## config.mk

```make
export PLATFORM = sky130hd
export DESIGN_NAME = avln_st_pkt_gen
export DESIGN_NICKNAME = d
export VERILOG_FILES = /design/src/rtl/global_types.sv /design/src/rtl/lfsr32.sv /design/src/rtl/avln_st_pkt_gen.sv
export SDC_FILE = /design/constraint.sdc
export NUM_CORES = 1
export LEC_CHECK = 0
export ABC_CLOCK_PERIOD_IN_PS = 4310
export CAP_MARGIN = 20
export CORE_ASPECT_RATIO = 1.75
export CORE_MARGIN = 2
export CORE_UTILIZATION = 55
export DETAILED_ROUTE_END_ITERATION = 7
export DONT_BUFFER_PORTS = 1
export PLACE_DENSITY_LB_ADDON = 0.05
export SYNTH_ARGS = -nofsm -noshare
export SYNTH_HDL_FRONTEND = slang
export SYNTH_HIERARCHICAL = 1
export SYNTH_SLANG_ARGS = --single-unit
```

## constraint.sdc

```tcl
create_clock -name sys_clk -period 4.31 [get_ports sys_clk]
set_clock_uncertainty 0.15 [all_clocks]
set_input_delay 1.293 -clock sys_clk [delete_from_list [all_inputs] [get_ports sys_clk]]
set_output_delay 1.293 -clock sys_clk [all_outputs]
set_load 0.1 [all_outputs]
```

## src/rtl/global_types.sv

```systemverilog
// Shared types for the Avalon-ST packet generator.
//   gen_mode_e  : payload mode selector (INCR, LFSR, CONST, TAG)
//   gen_state_e : generator FSM state encoding
//   lfsr32_next : one step of the 32-bit Galois LFSR, x^32+x^22+x^2+x+1
package global_types;

  typedef enum logic [1:0] {
    MODE_INCR  = 2'd0,
    MODE_LFSR  = 2'd1,
    MODE_CONST = 2'd2,
    MODE_TAG   = 2'd3
  } gen_mode_e;

  typedef enum logic [1:0] {
    ST_IDLE = 2'd0,
    ST_SEND = 2'd1,
    ST_GAP  = 2'd2
  } gen_state_e;

  localparam logic [31:0] LFSR_SEED = 32'h0000_0001;
  // Right-shifting Galois form: taps at x^32, x^22, x^2 and x^1.
  localparam logic [31:0] LFSR_TAPS = 32'h8020_0003;

  function automatic logic [31:0] lfsr32_next(input logic [31:0] v);
    return {1'b0, v[31:1]} ^ (v[0] ? LFSR_TAPS : 32'h0);
  endfunction

endpackage

```

## src/rtl/lfsr32.sv

```systemverilog
// 32-bit Galois LFSR that steps only when advance is high.
// Ports:
//   clk      in   clock, posedge
//   reset_n  in   synchronous active-low reset, reloads the seed
//   advance  in   step the register this cycle
//   value    out  current LFSR contents
module lfsr32
  import global_types::*;
(
  input  logic        clk,
  input  logic        reset_n,
  input  logic        advance,
  output logic [31:0] value
);

  logic [31:0] value_q, value_d;

  // NOTE: every signal written in always_comb gets a value on every path
  // (default first) so no latch is inferred.
  always_comb begin
    value_d = value_q;
    if (advance) value_d = lfsr32_next(value_q);
  end

  // NOTE: sequential state is updated with non-blocking assignments only, so
  // every flop samples the pre-edge values of its sources.
  always_ff @(posedge clk) begin
    if (!reset_n) value_q <= LFSR_SEED;
    else          value_q <= value_d;
  end

  assign value = value_q;

endmodule

```

## src/rtl/avln_st_pkt_gen.sv

```systemverilog
// Avalon-ST packet generator with round-robin channel selection.
// Packets of max(pkt_len,1) bytes are emitted as ceil(L/SYMBOLS) beats, followed
// by 'gap' idle cycles. Parameters are latched when a packet starts.
// Ports:
//   sys_clk, reset_n        clock / synchronous active-low reset
//   enable                  start or keep generating packets
//   mode                    payload mode (INCR, LFSR, CONST, TAG)
//   pkt_len, gap            packet length in bytes, idle cycles after a packet
//   ch_mask                 channels eligible for round-robin
//   const_word              payload for CONST mode
//   out_ready               sink backpressure
//   out_valid/sop/eop/data/empty/channel   registered Avalon-ST source
//   pkt_count               packets whose eop beat has transferred
//   busy                    FSM not in IDLE
module avln_st_pkt_gen
  import global_types::*;
#(
  parameter  int DATA_W  = 32,
  parameter  int N_CH    = 4,
  parameter  int LEN_W   = 16,
  localparam int SYMBOLS = DATA_W / 8,
  localparam int EMPTY_W = (SYMBOLS > 1) ? $clog2(SYMBOLS) : 1,
  localparam int CH_W    = (N_CH > 1) ? $clog2(N_CH) : 1
) (
  input  logic               sys_clk,
  input  logic               reset_n,
  input  logic               enable,
  input  logic [1:0]         mode,
  input  logic [LEN_W-1:0]   pkt_len,
  input  logic [7:0]         gap,
  input  logic [N_CH-1:0]    ch_mask,
  input  logic [DATA_W-1:0]  const_word,
  input  logic               out_ready,
  output logic               out_valid,
  output logic               out_sop,
  output logic               out_eop,
  output logic [DATA_W-1:0]  out_data,
  output logic [EMPTY_W-1:0] out_empty,
  output logic [CH_W-1:0]    out_channel,
  output logic [31:0]        pkt_count,
  output logic               busy
);

  gen_state_e         state_q, state_d;
  gen_mode_e          mode_q, mode_d;
  logic [LEN_W-1:0]   beat_idx_q, beat_idx_d, last_idx_q, last_idx_d;
  logic [EMPTY_W-1:0] empty_last_q, empty_last_d;
  logic [7:0]         gap_q, gap_d, gap_cnt_q, gap_cnt_d;
  logic [DATA_W-1:0]  const_word_q, const_word_d;
  logic [CH_W-1:0]    ch_q, ch_d, rr_ptr_q, rr_ptr_d;
  logic [31:0]        incr_q, incr_d, pkt_count_q, pkt_count_d;
  logic               out_valid_q, out_valid_d, out_sop_q, out_sop_d, out_eop_q, out_eop_d;
  logic [DATA_W-1:0]  out_data_q, out_data_d;
  logic [EMPTY_W-1:0] out_empty_q, out_empty_d;
  logic [CH_W-1:0]    out_channel_q, out_channel_d;

  logic               xfer, start_ok, start_pkt, next_beat, drop;
  logic [CH_W-1:0]    pick_ch;
  logic [LEN_W-1:0]   eff_len;
  logic [31:0]        lfsr_val, lfsr_nxt;

  function automatic logic [CH_W-1:0] ch_inc(input logic [CH_W-1:0] c);
    return (c == CH_W'(N_CH - 1)) ? '0 : c + 1'b1;
  endfunction

  // First eligible channel at or after ptr, wrapping around the mask.
  function automatic logic [CH_W-1:0] rr_pick(input logic [N_CH-1:0] mask,
                                               input logic [CH_W-1:0] ptr);
    logic [N_CH-1:0] rot;
    logic [CH_W:0]   s;
    logic            found;
    rot     = N_CH'({mask, mask} >> ptr);
    found   = 1'b0;
    rr_pick = ptr;
    for (int i = 0; i < N_CH; i++) begin
      if (!found && rot[i]) begin
        s = {1'b0, ptr} + (CH_W + 1)'(i);
        if (s >= (CH_W + 1)'(N_CH)) s = s - (CH_W + 1)'(N_CH);
        rr_pick = s[CH_W-1:0];
        found   = 1'b1;
      end
    end
  endfunction

  function automatic logic [DATA_W-1:0] beat_payload(
    input gen_mode_e m, input logic [CH_W-1:0] ch, input logic [LEN_W-1:0] idx,
    input logic [DATA_W-1:0] cw, input logic [31:0] incr, input logic [31:0] lfsr);
    logic [DATA_W-1:0] p;
    p = '0;
    case (m)
      MODE_INCR:  p = DATA_W'(incr);
      MODE_LFSR:  for (int i = 0; i < DATA_W; i++) p[i] = lfsr[i % 32];
      MODE_CONST: p = cw;
      MODE_TAG: begin
        p = DATA_W'(idx);
        p[DATA_W-1 -: 8] = 8'(ch);
      end
      default:    p = '0;
    endcase
    return p;
  endfunction

  lfsr32 u_lfsr (
    .clk     (sys_clk),
    .reset_n (reset_n),
    .advance (xfer),
    .value   (lfsr_val)
  );

  always_comb begin
    state_d       = state_q;
    mode_d        = mode_q;
    beat_idx_d    = beat_idx_q;
    last_idx_d    = last_idx_q;
    empty_last_d  = empty_last_q;
    gap_d         = gap_q;
    gap_cnt_d     = gap_cnt_q;
    const_word_d  = const_word_q;
    ch_d          = ch_q;
    rr_ptr_d      = rr_ptr_q;
    pkt_count_d   = pkt_count_q;
    out_valid_d   = out_valid_q;
    out_sop_d     = out_sop_q;
    out_eop_d     = out_eop_q;
    out_data_d    = out_data_q;
    out_empty_d   = out_empty_q;
    out_channel_d = out_channel_q;
    start_pkt     = 1'b0;
    next_beat     = 1'b0;
    drop          = 1'b0;

    xfer     = out_valid_q & out_ready;
    start_ok = enable & (|ch_mask);
    pick_ch  = rr_pick(ch_mask, rr_ptr_q);
    eff_len  = (pkt_len == '0) ? LEN_W'(1) : pkt_len;
    // Beat counter and LFSR as they will read once this cycle's transfer lands;
    // a beat loaded now is presented with these values.
    incr_d   = incr_q + 32'(xfer);
    lfsr_nxt = xfer ? lfsr32_next(lfsr_val) : lfsr_val;

    case (state_q)
      ST_IDLE: if (start_ok) start_pkt = 1'b1;
      ST_SEND: begin
        if (xfer) begin
          if (beat_idx_q == last_idx_q) begin
            pkt_count_d = pkt_count_q + 1'b1;
            if (gap_q != '0) begin
              state_d   = ST_GAP;
              gap_cnt_d = gap_q;
              drop      = 1'b1;
            end else if (start_ok) begin
              start_pkt = 1'b1;
            end else begin
              state_d = ST_IDLE;
              drop    = 1'b1;
            end
          end else begin
            next_beat = 1'b1;
          end
        end
      end
      ST_GAP: begin
        if (gap_cnt_q == 8'd1) begin
          if (start_ok) start_pkt = 1'b1;
          else          state_d   = ST_IDLE;
        end else begin
          gap_cnt_d = gap_cnt_q - 1'b1;
        end
      end
      default: state_d = ST_IDLE;
    endcase

    if (start_pkt) begin
      state_d      = ST_SEND;
      mode_d       = gen_mode_e'(mode);
      gap_d        = gap;
      const_word_d = const_word;
      ch_d         = pick_ch;
      rr_ptr_d     = ch_inc(pick_ch);
      beat_idx_d   = '0;
      last_idx_d   = LEN_W'((eff_len - 1) / SYMBOLS);
      empty_last_d = EMPTY_W'(SYMBOLS - 1 - ((eff_len - 1) % SYMBOLS));
    end
    if (next_beat) beat_idx_d = beat_idx_q + 1'b1;

    if (start_pkt || next_beat) begin
      out_valid_d   = 1'b1;
      out_sop_d     = (beat_idx_d == '0);
      out_eop_d     = (beat_idx_d == last_idx_d);
      out_empty_d   = out_eop_d ? empty_last_d : '0;
      out_channel_d = ch_d;
      out_data_d    = beat_payload(mode_d, ch_d, beat_idx_d, const_word_d, incr_d, lfsr_nxt);
    end else if (drop) begin
      out_valid_d = 1'b0;
      out_sop_d   = 1'b0;
      out_eop_d   = 1'b0;
      out_empty_d = '0;
    end
  end

  always_ff @(posedge sys_clk) begin
    if (!reset_n) begin
      state_q       <= ST_IDLE;
      mode_q        <= MODE_INCR;
      beat_idx_q    <= '0;
      last_idx_q    <= '0;
      empty_last_q  <= '0;
      gap_q         <= '0;
      gap_cnt_q     <= '0;
      const_word_q  <= '0;
      ch_q          <= '0;
      rr_ptr_q      <= '0;
      incr_q        <= '0;
      pkt_count_q   <= '0;
      out_valid_q   <= 1'b0;
      out_sop_q     <= 1'b0;
      out_eop_q     <= 1'b0;
      out_data_q    <= '0;
      out_empty_q   <= '0;
      out_channel_q <= '0;
    end else begin
      state_q       <= state_d;
      mode_q        <= mode_d;
      beat_idx_q    <= beat_idx_d;
      last_idx_q    <= last_idx_d;
      empty_last_q  <= empty_last_d;
      gap_q         <= gap_d;
      gap_cnt_q     <= gap_cnt_d;
      const_word_q  <= const_word_d;
      ch_q          <= ch_d;
      rr_ptr_q      <= rr_ptr_d;
      incr_q        <= incr_d;
      pkt_count_q   <= pkt_count_d;
      out_valid_q   <= out_valid_d;
      out_sop_q     <= out_sop_d;
      out_eop_q     <= out_eop_d;
      out_data_q    <= out_data_d;
      out_empty_q   <= out_empty_d;
      out_channel_q <= out_channel_d;
    end
  end

  assign out_valid   = out_valid_q;
  assign out_sop     = out_sop_q;
  assign out_eop     = out_eop_q;
  assign out_data    = out_data_q;
  assign out_empty   = out_empty_q;
  assign out_channel = out_channel_q;
  assign pkt_count   = pkt_count_q;
  assign busy        = (state_q != ST_IDLE);

endmodule

```

Word-level counts from Yosys, hierarchy flattened
Index checks and enable logic that the tools add are counted.
- memory bits (writable): 0
- memory bits (read-only): 0
- input port bits: 66
- memories: 0
- latch bits: 0
- register bits: 225
- word-level logic and storage cells: 139
- output and inout port bits: 72
- divide/modulo/power cells: 0
- multipliers: 0
- bitwise logic cells: 5
- multiplexer cells: 56
- $add $sub $neg: 14
- reductions and logical operators: 21
- shift-type cells: 1
- equality and inequality tests: 18
- magnitude comparators: 4
- operators by type and width (kind ; number):
    one-hot mux 32 bit (4 select lines) ; 1
    2-to-1 mux 32 bit ; 3
    2-to-1 mux 16 bit ; 4
    2-to-1 mux 2 bit ; 20
    adder 32 x 1 -> 32 bit ; 1
    adder 32 x 1 -> 32 bit, second input constant ; 1
    == test 16 bit ; 2
    logical NOT 16 bit ; 2
    2-to-1 mux 8 bit ; 4
    XOR 31 x 32 -> 32 bit ; 1
    2-to-1 mux 1 bit ; 21
    subtractor 16 x 1 -> 17 bit, second input constant ; 1
    adder 16 x 1 -> 16 bit, second input constant ; 1
    one-hot mux 8 bit (2 select lines) ; 1
    inequality test 2 bit, second input constant ; 5
    greater-or-equal comparator 3 bit, second input constant ; 3
    == test 2 bit, second input constant ; 4
    == test 8 x 1 -> 1 bit, second input constant ; 1
    AND reduction 4 bit ; 2
    nonzero test 8 bit ; 1
    >> shifter 8 x 2 -> 4 bit ; 1
    subtractor 2 x 1 -> 2 bit, second input constant ; 4
    subtractor 8 x 1 -> 8 bit, second input constant ; 1
    adder 2 x 2 -> 3 bit, second input constant ; 2
    other kinds (21) ; 32

Longest topological paths before layout
- word-level depth: 13
- depth in mapped cells: 15
- depth with buffers taken out: 14

By module
The synthesis kept the hierarchy.
- modules (own cells, without submodules) (module ; sequential area each (sq um) ; area each (sq um) ; cells each ; instances):
    avln_st_pkt_gen ; 3863.7 ; 10009.6 ; 1271 ; 1
    lfsr32 ; 640.6 ; 1248.7 ; 106 ; 1

Least setup slack after synthesis
OpenSTA, ideal clock, no wires.
- kind: input to register
- start: input pkt_len[0]
- end: register out_eop_q, in the netlist out_eop
- arrival time: 4.026 ns
- required time: 4.090 ns
- setup time: 0.070 ns
- cell stages on the path: 15
- buffers on the path: 1
- path slack: 0.065 ns
- cell sequence: or4_4 -> or3_1 -> buf_6 -> nor2_1 -> nor2_1 -> ha_1 -> or4b_2 -> nor2_1 -> nand3_1 -> xnor2_1 -> mux2i_1 -> xor2_1 -> a2111oi_4 -> nand3_1 -> o21ai_1
- longest elaborated chain between the ends: 6
- RTL lines (what ; RTL line ; RTL):
    start, declared ; avln_st_pkt_gen.sv:29 ; input logic [LEN_W-1:0] pkt_len,
    logical NOT 16 bit ; avln_st_pkt_gen.sv:135 ; eff_len = (pkt_len == '0) ? LEN_W'(1) : pkt_len;
    2-to-1 mux 16 bit * ; avln_st_pkt_gen.sv:135 ;
    subtractor 16 x 1 -> 17 bit * ; n/a ;
    2-to-1 mux 16 bit * ; avln_st_pkt_gen.sv:173 ; if (start_pkt) begin
    == test 16 bit * ; avln_st_pkt_gen.sv:189 ; out_eop_d = (beat_idx_d == last_idx_d);
    2-to-1 mux 1 bit * ; avln_st_pkt_gen.sv:186 ; if (start_pkt || next_beat) begin
    end signal, assigned ; avln_st_pkt_gen.sv:236 ; out_eop_q <= out_eop_d;
    end, declared ; avln_st_pkt_gen.sv:52 ; logic out_valid_q, out_valid_d, out_sop_q, out_sop_d, out_eop_q, out_eop_d;
Mark *: on every way between the ends. The rest lies on a longest branch, timed or not.
A chain may end at the register's enable or synchronous reset.

Final worst setup path
- start: input pkt_len[0]
- end: register out_empty_q[1], in the netlist out_empty[1]
- longest elaborated chain between the ends: 7
- elaborated cells on any way between the ends: 9
- those cells by class: add/sub: 2; eq/ne: 1; mux: 5; reduce/logical: 1
- RTL lines (what ; RTL line ; RTL):
    logical NOT 16 bit ; avln_st_pkt_gen.sv:135 ;
    2-to-1 mux 16 bit * ; avln_st_pkt_gen.sv:135 ;
    subtractor 16 x 1 -> 17 bit * ; avln_st_pkt_gen.sv:182 ; empty_last_d = EMPTY_W'(SYMBOLS - 1 - ((eff_len - 1) % SYMBOLS));
    subtractor 2 bit / 2-to-1 mux 16 bit (equally long branches) ; avln_st_pkt_gen.sv:182, avln_st_pkt_gen.sv:173 ;
    2-to-1 mux 2 bit / == test 16 bit (equally long branches) ; avln_st_pkt_gen.sv:173, avln_st_pkt_gen.sv:189 ;
    2-to-1 mux 2 bit * ; avln_st_pkt_gen.sv:190 ; out_empty_d = out_eop_d ? empty_last_d : '0;
    2-to-1 mux 2 bit * ; avln_st_pkt_gen.sv:186 ;
    end signal, assigned ; avln_st_pkt_gen.sv:238 ; out_empty_q <= out_empty_d;
    end, declared ; avln_st_pkt_gen.sv:54 ; logic [EMPTY_W-1:0] out_empty_q, out_empty_d;
Marked as above.

==> out/qor.yml <==
syn_area_um2: 11300
final_cell_mix: "dfxtp_1 (225), nand2_1 (207), nor2_1 (192)"
min_period_ps: 3930
power.leakage_nw: 4.83
dr.pass1.iters: 5
cp_top_family: "simple AND/OR/NAND/NOR gates"
cp_cell_sequence: "or4_4, or3_1, nor2_1, nor2_1, ha_1, or4b_2, nor2_1, xor2_1, mux2i_1, xor2_1, a2111oi_0, nand4_1, o21ai_1"
avgSynthCellArea_um2: 8.18
drc: 0
status: "complete, no violations"
grt.met3_usage: 0.0395
grt_antenna_before_repair: 0
final_common_cell: "dfxtp_1"
cts_tree: "done"
avgRoutedWirePerCell_um: 18.3
cts_made_buffers: 21
setup_violations: 0
clockRootBuffer: "clkbuf_16"
grt_first_pass_wirelength_um: 49000
tightest_slew_ps: 1080
drv_slew: 0
seqCellArea_um2: 4500
die_w_um: 112
cts_setup_buffers: 0
critPathKind: "in2reg"
cts_buffer_depth: 3
synthTopCellsByArea: "dfxtp_1 (40%), mux2i_1 (6.9%), nand2_1 (6.9%)"
grt_busiest_layer: "met2"
finalHoldViolCount: 0
cp.arrival_ps: 4210
cts_hold_buf: 0
synth_edf_count: 0
stdcell_area_um2: 12400
hpwl_um: 22000
ys_seq_area_frac: 0.400
detail_route.iter0.violations: 435
cp_max_fo: 4
fmax_ghz: 0.254
die-area_um2: 21700
layout-drive-gt1-share: 0.0970
std_cell_rows: 69
critPathSlowestCell: "or4_4"
crit_path_max_incr_delay_ps: 520
grt_usage: 0.274
core_um2: 20200
multi_input_area_um2: 6330
synthArstFlopShare: 0
crit_buf_inv: 0
clk_latency_ps: 510
synth_cell_type_count: 71
cp_common_cell: "nor2_1"
grt_pass1_vias: 9573
grt_max_degree: 67
relSlewSlack: 0.279
cts.repair.resized: 0
grt_use_met1: 0.306
peakVddDrop_mv: 0.371
gp_congestion: 0.969
dp_cells: 1610
yosys_warnings: 6
hold_slack_ps: 307
finalNonFillerCells: 1650
hp-class: "reg2reg"
area_delta_synth_final_pct: 10.6
placed_cell_area_um2: 11800
cp_data_required_time_ps: 4590
totalWireLength_um: 30200
path_clk_slew_ps: 70
powerDensity_nw_per_um2: 401
grt_util_met2: 0.514
vias_per_cell: 5.85
cts.sinks: 225
synth_seq_cells: 225
antennaDiodeCount: 0
max_cap_violations: 0
port_buffers: 0
period_share: 0.912
startpoint_type: "input pin"
syn_nets: 1454
yosysTopAreaCellShare: 0.400
vias: 9655
nets: 1464
pin_count: 138
die_h_um: 193
start_util: 0.557
synth_top_cell_by_area: "dfxtp_1"
rsz0062_at_grt: "false"
cts-htree-levels: 1
grt_remaining_overflow: 0
ys.flop_type: "dfxtp_1"
detail-route-antenna-nets: 0
cp-end-kind: "register"
synth_cells: 1377
fillerInstances: 1885
==> worst min-delay path, stage by stage, from the launching register on <==
cell and delay, ps:
dfxtp_1 310, nand2_1 50, a21oi_1 50
==> kinds of logic (layout without fill, tap and decap cells) <==
kind of cell | Yosys count | in the layout | synth area share
AOI/OAI and AO/OA | 216 | 216 | 0.128
xor gates and xnor gates | 114 | 114 | 0.0887
adders and majority gates | 11 | 11 | 0.0122
buffers and inverters | 99 | 124 | 0.0405
DFF | 225 | 225 | 0.400
muxes | 82 | 82 | 0.0733
and+or+nand+nor | 630 | 630 | 0.257
==> Yosys cell counts (3+ instances only) <==
master / number
a21o_1: 4
nor2b_1: 32
a311oi_1: 18
mux2_2: 4
nor4_1: 9
nor3_1: 18
o211ai_1: 20
or3_1: 11
a21oi_1: 53
o221a_2: 3
or2_2: 4
nor2_1: 192
xor2_1: 67
inv_1: 14
and3_1: 19
buf_2: 5
xnor2_1: 47
clkbuf_1: 65
a22oi_1: 7
ha_1: 11
o21ai_0: 47
nand2_1: 207
mux2i_1: 78
buf_1: 4
dfxtp_1: 225
o21ai_1: 6
a211oi_1: 16
nand3_1: 73
and2_1: 23
a31oi_1: 19
nand4_1: 24
buf_4: 5
==> worst paths after layout <==
kind,start,endpoint,slack (ps),cells past startpoint
setup / recovery,pkt_len[0],out_empty[1],380,13
hold / removal,const_word_q[24],const_word_q[24],310,2
setup reg to reg,beat_idx_q[0],out_empty[1],680,10
hold reg to reg,const_word_q[24],const_word_q[24],310,2
==> registers in the layout, summed over array words and instances, names as in the netlist, 8 cells and up <==
signal and count:
pkt_count 32, last_idx_q 16, out_data 32, const_word_q 32, beat_idx_q 16, gap_q 8, incr_q 32, gap_cnt_q 8
u_lfsr/value 32
==> through the flow <==
| stage | setup TNS [ps] | total power, mW | util | worst slack, ps |
|---|---|---|---|---|
| 6_report | 0 | 4.99 | 0.616 | 379 |
| 5_1_grt | 0 | 5.19 | 0.616 | 207 |
| 4_1_cts | 0 | 5.04 | 0.616 | 438 |
| 3_5_place_dp | -197 | 3.14 | 0.582 | -67.7 |
| 3_3_place_gp | -120 | 3.14 | 0.582 | -42.3 |
| 2_1_floorplan | 0 | 2.97 | - | 64.7 |
==> routing by layer <==
layer / part of all wire / wire length, µm / up-vias
met3: 0.050 / 1520 / 77
met2: 0.53 / 16000 / 265
met1: 0.38 / 11500 / 4558
met5: 0 / 0 / -
met4: 0.038 / 1160 / 0
li1: - / - / 4755
==> area by class of cell <==
cell class	instances	area share
multi-input cells	1053	0.509
flip-flops and latches	225	0.362
clock buffers	30	0.0473
repair buffers	71	0.0446
well taps	248	0.0249
clock inverters	8	0.00774
inverters	15	0.00472
==> report_power, final <==
part | switching [mW] | internal [mW]
clock network | 0.818 | 1.08
logic | 0.385 | 0.230
registers | 0.319 | 2.16
total | 1.52 | 3.47
(Power assumes the default switching activity.)
